--- src/rtl/can_bit_stuffer_if.sv ---
// Bit-level link between the TX frame serializer and the CAN bit stuffer.
// Ports: bit_tick/load/din flow into the stuffer. din_ack, dout, stuff_active and run_cnt flow back out.
// Modports: master = serializer/driver side, slave = the stuffer itself.
interface can_bit_stuffer_if #(
    parameter int STUFF_LEN = 5
);
    localparam int CW = $clog2(STUFF_LEN + 1);

    logic          bit_tick;
    logic          load;
    logic          din;
    logic          din_ack;
    logic          dout;
    logic          stuff_active;
    logic [CW-1:0] run_cnt;

    modport master (
        output bit_tick, load, din,
        input  din_ack, dout, stuff_active, run_cnt
    );

    modport slave (
        input  bit_tick, load, din,
        output din_ack, dout, stuff_active, run_cnt
    );
endinterface

--- src/rtl/can_bit_stuffer.sv ---
// Transmit-side CAN bit stuffer: after STUFF_LEN identical bits, inserts one complementary bit.
// Latency: din sampled on a bit_tick edge drives dout from that edge until the next tick.
// Backpressure: din_ack is low on the tick that carries a stuff bit, so upstream holds din and
//   re-presents it on the next tick.
// Ports: clk, rst_n (asynchronous, active-high despite the name), and bus (slave modport).
//   On bus, bit_tick/load/din are inputs. din_ack is combinational.
//   dout/stuff_active/run_cnt are registered.
module can_bit_stuffer #(
    parameter int STUFF_LEN  = 5,
    parameter bit IDLE_LEVEL = 1'b1
) (
    input  logic               clk,
    input  logic               rst_n,
    can_bit_stuffer_if.slave   bus
);
    localparam int CW = $clog2(STUFF_LEN + 1);

    typedef enum logic [1:0] {
        IDLE  = 2'd0,
        DATA  = 2'd1,
        STUFF = 2'd2
    } state_t;

    state_t        state_q, state_nxt;
    logic          dout_q, dout_nxt;
    logic          last_q, last_nxt;     // previous transmitted bit, data or stuff
    logic          stuff_q, stuff_nxt;
    logic [CW-1:0] run_q, run_nxt;
    logic          ack;
    logic          stuff_due;

    assign stuff_due = (run_q == CW'(STUFF_LEN));

    always_ff @(posedge clk or posedge rst_n) begin
        if (rst_n) begin
            state_q <= IDLE;
            dout_q  <= IDLE_LEVEL;
            last_q  <= IDLE_LEVEL;
            stuff_q <= 1'b0;
            run_q   <= '0;
        end else begin
            state_q <= state_nxt;
            dout_q  <= dout_nxt;
            last_q  <= last_nxt;
            stuff_q <= stuff_nxt;
            run_q   <= run_nxt;
        end
    end

    always_comb begin
        state_nxt = state_q;
        dout_nxt  = dout_q;
        last_nxt  = last_q;
        stuff_nxt = stuff_q;
        run_nxt   = run_q;
        ack       = 1'b0;

        if (bus.bit_tick) begin
            case (state_q)
                IDLE: begin
                    if (bus.load) begin
                        dout_nxt  = bus.din;
                        last_nxt  = bus.din;
                        run_nxt   = CW'(1);
                        stuff_nxt = 1'b0;
                        ack       = 1'b1;
                        state_nxt = DATA;
                    end else begin
                        dout_nxt  = IDLE_LEVEL;
                        run_nxt   = '0;
                        stuff_nxt = 1'b0;
                    end
                end
                DATA, STUFF: begin
                    // A due stuff bit wins over load, so a frame whose last bits form a
                    // full run still gets its trailing stuff bit before returning to idle.
                    if (stuff_due) begin
                        dout_nxt  = ~last_q;
                        last_nxt  = ~last_q;
                        run_nxt   = CW'(1);   // the stuff bit opens the next run
                        stuff_nxt = 1'b1;
                        state_nxt = STUFF;
                    end else if (bus.load) begin
                        dout_nxt  = bus.din;
                        last_nxt  = bus.din;
                        run_nxt   = (bus.din == last_q) ? run_q + CW'(1) : CW'(1);
                        stuff_nxt = 1'b0;
                        ack       = 1'b1;
                        state_nxt = DATA;
                    end else begin
                        dout_nxt  = IDLE_LEVEL;
                        run_nxt   = '0;
                        stuff_nxt = 1'b0;
                        state_nxt = IDLE;
                    end
                end
                default: begin
                    dout_nxt  = IDLE_LEVEL;
                    run_nxt   = '0;
                    stuff_nxt = 1'b0;
                    state_nxt = IDLE;
                end
            endcase
        end
    end

    assign bus.din_ack      = ack;
    assign bus.dout         = dout_q;
    assign bus.stuff_active = stuff_q;
    assign bus.run_cnt      = run_q;
endmodule

--- src/flat_wrapper.sv ---
// flat-port wrapper written by rule: the top's interface ports become plain ports
module can_bit_stuffer_flat 
#(
    parameter int STUFF_LEN  = 5,
    parameter bit IDLE_LEVEL = 1'b1
)
  (clk, rst_n, bus_bit_tick, bus_load, bus_din, bus_din_ack, bus_dout, bus_stuff_active, bus_run_cnt);
  can_bit_stuffer_if #(.STUFF_LEN(STUFF_LEN)) bus_i ();
  input  logic clk;
  input  logic rst_n;
  input wire logic [$bits(bus_i.bit_tick)-1:0] bus_bit_tick;
  input wire logic [$bits(bus_i.load)-1:0] bus_load;
  input wire logic [$bits(bus_i.din)-1:0] bus_din;
  output wire logic [$bits(bus_i.din_ack)-1:0] bus_din_ack;
  output wire logic [$bits(bus_i.dout)-1:0] bus_dout;
  output wire logic [$bits(bus_i.stuff_active)-1:0] bus_stuff_active;
  output wire logic [$bits(bus_i.run_cnt)-1:0] bus_run_cnt;
  assign bus_i.bit_tick = bus_bit_tick;
  assign bus_i.load = bus_load;
  assign bus_i.din = bus_din;
  assign bus_din_ack = bus_i.din_ack;
  assign bus_dout = bus_i.dout;
  assign bus_stuff_active = bus_i.stuff_active;
  assign bus_run_cnt = bus_i.run_cnt;
  can_bit_stuffer #(.STUFF_LEN(STUFF_LEN), .IDLE_LEVEL(IDLE_LEVEL)) u_core (.clk(clk), .rst_n(rst_n), .bus(bus_i));
endmodule
--- config.mk ---
export PLATFORM = sky130hd
export DESIGN_NAME = can_bit_stuffer_flat
export DESIGN_NICKNAME = d
export VERILOG_FILES = /design/src/rtl/can_bit_stuffer_if.sv /design/src/rtl/can_bit_stuffer.sv /design/src/flat_wrapper.sv
export SDC_FILE = /design/constraint.sdc
export NUM_CORES = 1
export LEC_CHECK = 0
export CORE_AREA = 2 2 39 41
export CTS_BUF_LIST = sky130_fd_sc_hd__clkbuf_4
export DETAILED_ROUTE_END_ITERATION = 12
export DIE_AREA = 0 0 41 43
export GPL_TIMING_DRIVEN = 0
export HOLD_SLACK_MARGIN = 0.15
export PLACE_DENSITY = 0.67
export SLEW_MARGIN = 10
export SYNTH_ARGS = -nofsm -noshare
export SYNTH_HDL_FRONTEND = slang
export SYNTH_SLANG_ARGS = --single-unit
--- constraint.sdc ---
create_clock -name clk -period 1.8 [get_ports clk]
set_input_delay 0.18 -clock clk [delete_from_list [all_inputs] [get_ports clk]]
set_output_delay 0.18 -clock clk [all_outputs]
set_load 0.01 [all_outputs]
Word-level counts from Yosys, hierarchy flattened
Cells that the tools add are included.
W data, S select, Z words.
Word-level totals
  input bits: 5
  flip-flop bits (word level): 8
  memory bits (read-only): 0
  bits in writable memories: 0
  memories: 0
  output and inout bits: 6
  latch bits: 0
  word-level logic and storage cells: 38
Operators by class
  bitwise gates (word level): 1
  mux-type cells: 21
  equal/unequal tests: 5
  reductions and logical operators: 5
  $mul: 0
  div/mod/pow operators: 0
  $add $sub $neg: 1
  magnitude comparators: 0
  shift operators: 0
Operators by type and width (count)
  $mux W1: 11
  $mux W3: 3
  $pmux W1 S2: 3
  $pmux W3 S2: 1
  $mux W2: 2
  $pmux W2 S2: 1
  $reduce_and A2 Y1: 2
  $add A3 B1 Y3 const B: 1
  $eq A3 B3 Y1 const B: 1
  $eq A2 B1 Y1 const B: 1
  $eq A2 B2 Y1 const B: 1
  $logic_not A2 Y1: 1
  $ne A2 B2 Y1 const B: 1
  $reduce_bool A2 Y1: 1
  $reduce_or A2 Y1: 1
  $eq A1 B1 Y1: 1
  $not A1 Y1: 1

Longest topological paths before layout
  word-level depth: 5
  gate-level depth with buffers: 5
  depth with buffers taken out: 5

Worst setup path before layout
Ideal clock, no wire load.
  path kind: register to register
  from: register u_core.state_q[0]
  to: register u_core.run_q[1], in the netlist u_core.bus.run_cnt[1]
  path buffers: 0
  path slack: 0.499 ns
  period minus slack after synthesis: 1.301 ns
  stages on the path, launching flop included: 6
  data arrival time: 1.206 ns
  cell sequence: dfrtp_1 -> inv_1 -> ha_1 -> and2_1 -> nand3_1 -> o32ai_2
On the way
  word-level cells in the longest chain between the ends: 3
  elaborated cells on any way between the ends: 5
RTL lines
  start, declared: RTL line can_bit_stuffer.sv:24  | state_t state_q, state_nxt;
  start signal, assigned: RTL line can_bit_stuffer.sv:42  | state_q <= state_nxt;
  $eq A2 B1 Y1 or $eq A2 B2 Y1 (tied branches): RTL line can_bit_stuffer.sv:59  | case (state_q)
  $reduce_or A2 Y1: RTL line can_bit_stuffer.sv:59
  $pmux W3 S2 (*): RTL line can_bit_stuffer.sv:59
  end signal, assigned: RTL line can_bit_stuffer.sv:46  | run_q <= run_nxt;
  end, declared: RTL line can_bit_stuffer.sv:28  | logic [CW-1:0] run_q, run_nxt;
Mark *: on every way between the ends. The rest lies on a longest branch, timed or not.
A chain may end at the register's enable or synchronous reset.

Final worst setup path
  from: register u_core.state_q[0]
  to: output port bus_din_ack
On the way
  word-level cells in the longest chain between the ends: 4
  elaborated cells on any way between the ends: 6
RTL lines
  $eq A2 B1 Y1 or $eq A2 B2 Y1 (tied branches): RTL line can_bit_stuffer.sv:59
  $reduce_or A2 Y1: RTL line can_bit_stuffer.sv:59
  $pmux W1 S2 (*): RTL line can_bit_stuffer.sv:59
  $mux W1 (*): RTL line can_bit_stuffer.sv:58  | if (bus.bit_tick) begin
  end, declared: RTL line flat_wrapper.sv:14  | output wire logic [$bits(bus_i.din_ack)-1:0] bus_din_ack;
Marks and branches as above.

==> results_dict.tcl <==
set metrics [dict create \
    status "completed" \
    critical_path_class "flip-flop to output pin" \
    synth_edf_count 0 \
    synth_fa_ha_area_share_pct 9.55 \
    hold_path_class "primary input to async pin" \
    drt-total-wl_um 986 \
    fin_hold_ws_ns 0.178 \
    netlist_area_um2 524 \
    root_buffer "clkbuf_4" \
    cp.depth 5 \
    synth_xor_area_share_pct 3.10 \
    slowest_delay_ns 0.40 \
    critPathCaptureType "output pin" \
    ys_seq_area_share_pct 38.7 \
    start_kind "flip-flop" \
    regToRegStartpoint "u_core.state_q[0]" \
    floorplan.die_area_um2 1760 \
    synth_warnings 0 \
    synthMuxAreaShare_pct 4.06 \
    fp.coreArea_um2 1380 \
    ys_async_sr_fraction_pct 100 \
    final.setup_skew_ns 0.00578 \
    cts_post_setup_buffers_inserted 0 \
    insertion_delay_ns 0.26 \
    path_clk_slew_ns 0.06 \
    initial_utilization_pct 37.9 \
    wl_per_cell_um 12.2 \
    worst_slew_pin_slew_ns 0.320 \
    nFillCells 138 \
    die_h_um 43 \
    synth-simple-area-share_pct 15.3 \
    busiest_layer "met1" \
    rows 14 \
    io_pins 11 \
    rsz0062_at_grt "no" \
    synth-seq-cells 8 \
    final_nets 76 \
    critical_path_arrival_ns 1.51 \
    synth_top_family_by_area "compound AO/OA/AOI/OAI gates" \
    cp_max_fo 3 \
    gr-usage-all-layers_pct 14.1 \
    post_drt_via_cell_ratio 5.28 \
    critPathRequiredTime_ns 1.62 \
    ys.flop_type "dfrtp_1" \
    cts_tree "built" \
    p_per_area_nw_per_um2 823 \
    path_cells "ha_1 > and2b_1 > nand2_1 > nor2_1 > clkdlybuf4s15_1" \
    use_met1_pct 19.1 \
    cts.htree.levels 1 \
    relSlewSlack_pct 78.6 \
    use_met3_pct 5.24 \
    antenna_found_initial 0 \
    worstRegToRegCells 5 \
    first_pass_iters 3 \
    drc 0 \
    clock-sinks 8 \
    synth_cell_types 28 \
    area_delta_synth_final_pct 28.4 \
    routabilityCongestion 0.792 \
    drt_iter0_drc 9 \
    finalHoldViolations 0 \
    min_period_ns 1.69 \
    syn_area_per_cell_um2 9.89 \
    placed_cells 78 \
    cts_buffers 3 \
    power.leakage_uw 0.000296 \
    clockBufferDepth 2 \
    grt_start_max_net_pins 10 \
    crit_slowest_cell "dfrtp_1" \
    cap_violations 0 \
    synthCells 53 \
    dpl.hpwl_um 766 \
    grt_pass1_wl_um 1650 \
    cp-startpoint "u_core.state_q[0]" \
    drtAntennaViolNets 0 \
    synth_nets 62 \
    grt_pass1_vias 405 \
    setup_viol 0 \
    critPathBufInv 1 \
    num_antenna_cells 0 \
    ir_drop_uv 419 \
    grt-ovfl-total 0 \
    fmax_mhz 590 \
    die_w_um 41 \
    port_buffers 9 \
    mostFrequentLayoutCell "clkdlybuf4s50_1" \
    min_period_over_period_pct 94.2 \
    instances_no_fill 81 \
    drive_above_1_share_pct 20.0 \
    synth_compound_area_share_pct 23.4 \
    via_count 428 \
    use_met2_pct 18.4 \
    crit_family "simple AND/OR/NAND/NOR gates" \
    setup_tns_ns 0 \
    final_cell_mix "clkdlybuf4s50_1 (8), inv_1 (7), dfrtp_1 (6)" \
    slew_viol_final 0 \
]
-- report_power, final --
| part | internal (µW) | switching (µW) |
|---|---|---|
| Sequential | 211 | 26.2 |
| Clock | 76.5 | 63.4 |
| Combinational | 96.2 | 80.8 |
-- cells in the mapped netlist, types with 2 or more instances --
master | number | area [µm²]
a21oi_1 | 3 | 15.0
and2_1 | 2 | 12.5
dfrtp_1 | 6 | 150
dfstp_2 | 2 | 52.6
ha_1 | 4 | 50.1
inv_1 | 7 | 26.3
nand2_1 | 4 | 15.0
nand2b_1 | 2 | 12.5
nand3_1 | 2 | 10.0
o21ai_0 | 3 | 15.0
-- sequential cells by signal (all words and copies together) (netlist names) --
register / count
u_core.bus.run_cnt: 3
u_core.state_q: 2
u_core.bus.dout: 1
u_core.bus.stuff_active: 1
u_core.last_q: 1
-- cell type report --
cell class | count | area [µm²] | share of cell area, %
buffer | 1 | 5.00 | 0.743
clock buffer | 3 | 22.5 | 3.35
inverter | 7 | 26.3 | 3.90
multi-input combinational | 37 | 307 | 45.5
sequential | 8 | 203 | 30.1
tap | 16 | 20.0 | 2.97
timing repair buffer | 9 | 90.1 | 13.4
-- metrics by stage --
step           area, µm²  total power, µW  util [%]  setup slack, ns
2_1_floorplan        524              347         -            0.499
3_3_place_gp         634              405      45.8           0.0970
3_5_place_dp         634              405      45.8           0.0787
4_1_cts              656              548      47.4           0.0255
5_1_grt              673              590      48.6           0.0219
6_report             673              554      48.6            0.105
-- logic make-up after synthesis --
kind of cell	after synthesis
flip-flops	8
buffers and inverters	8
XOR/XNOR	1
adder cells (fa/ha/maj)	4
AO/OA/AOI/OAI	15
multiplexers	2
AND/OR/NAND/NOR	15
-- worst reg2reg max path: stages (launching register included) --
cell	delay, ns
dfrtp_1	0.37
inv_1	0.05
ha_1	0.36
and2_1	0.17
nand3_1	0.13
o32ai_2	0.27
-- worst paths after layout --
| kind | to | slack [ns] |
|---|---|---|
| min in group clk | u_core.bus.run_cnt[1] | 0.26 |
| max reg2reg | u_core.bus.run_cnt[1] | 0.36 |
| min reg2reg | u_core.bus.stuff_active | 0.51 |
| max in group asynchronous | u_core.last_q | 1.33 |
| min | u_core.state_q[1] | 0.18 |
| max | bus_din_ack | 0.11 |
-- per-layer routing --
layer	routed length (µm)	share of wire, %
met5	0	0
met4	18	1.8
met3	49	5.0
met2	429	44
met1	489	50
-- timing repair --
action	CTS	global route
cloned	0	0
gates resized for setup	1	4
setup endpoints to repair	1	1
pin swaps	0	0
hold buffers	0	0
No activity file was read; power rests on OpenSTA's default activity.
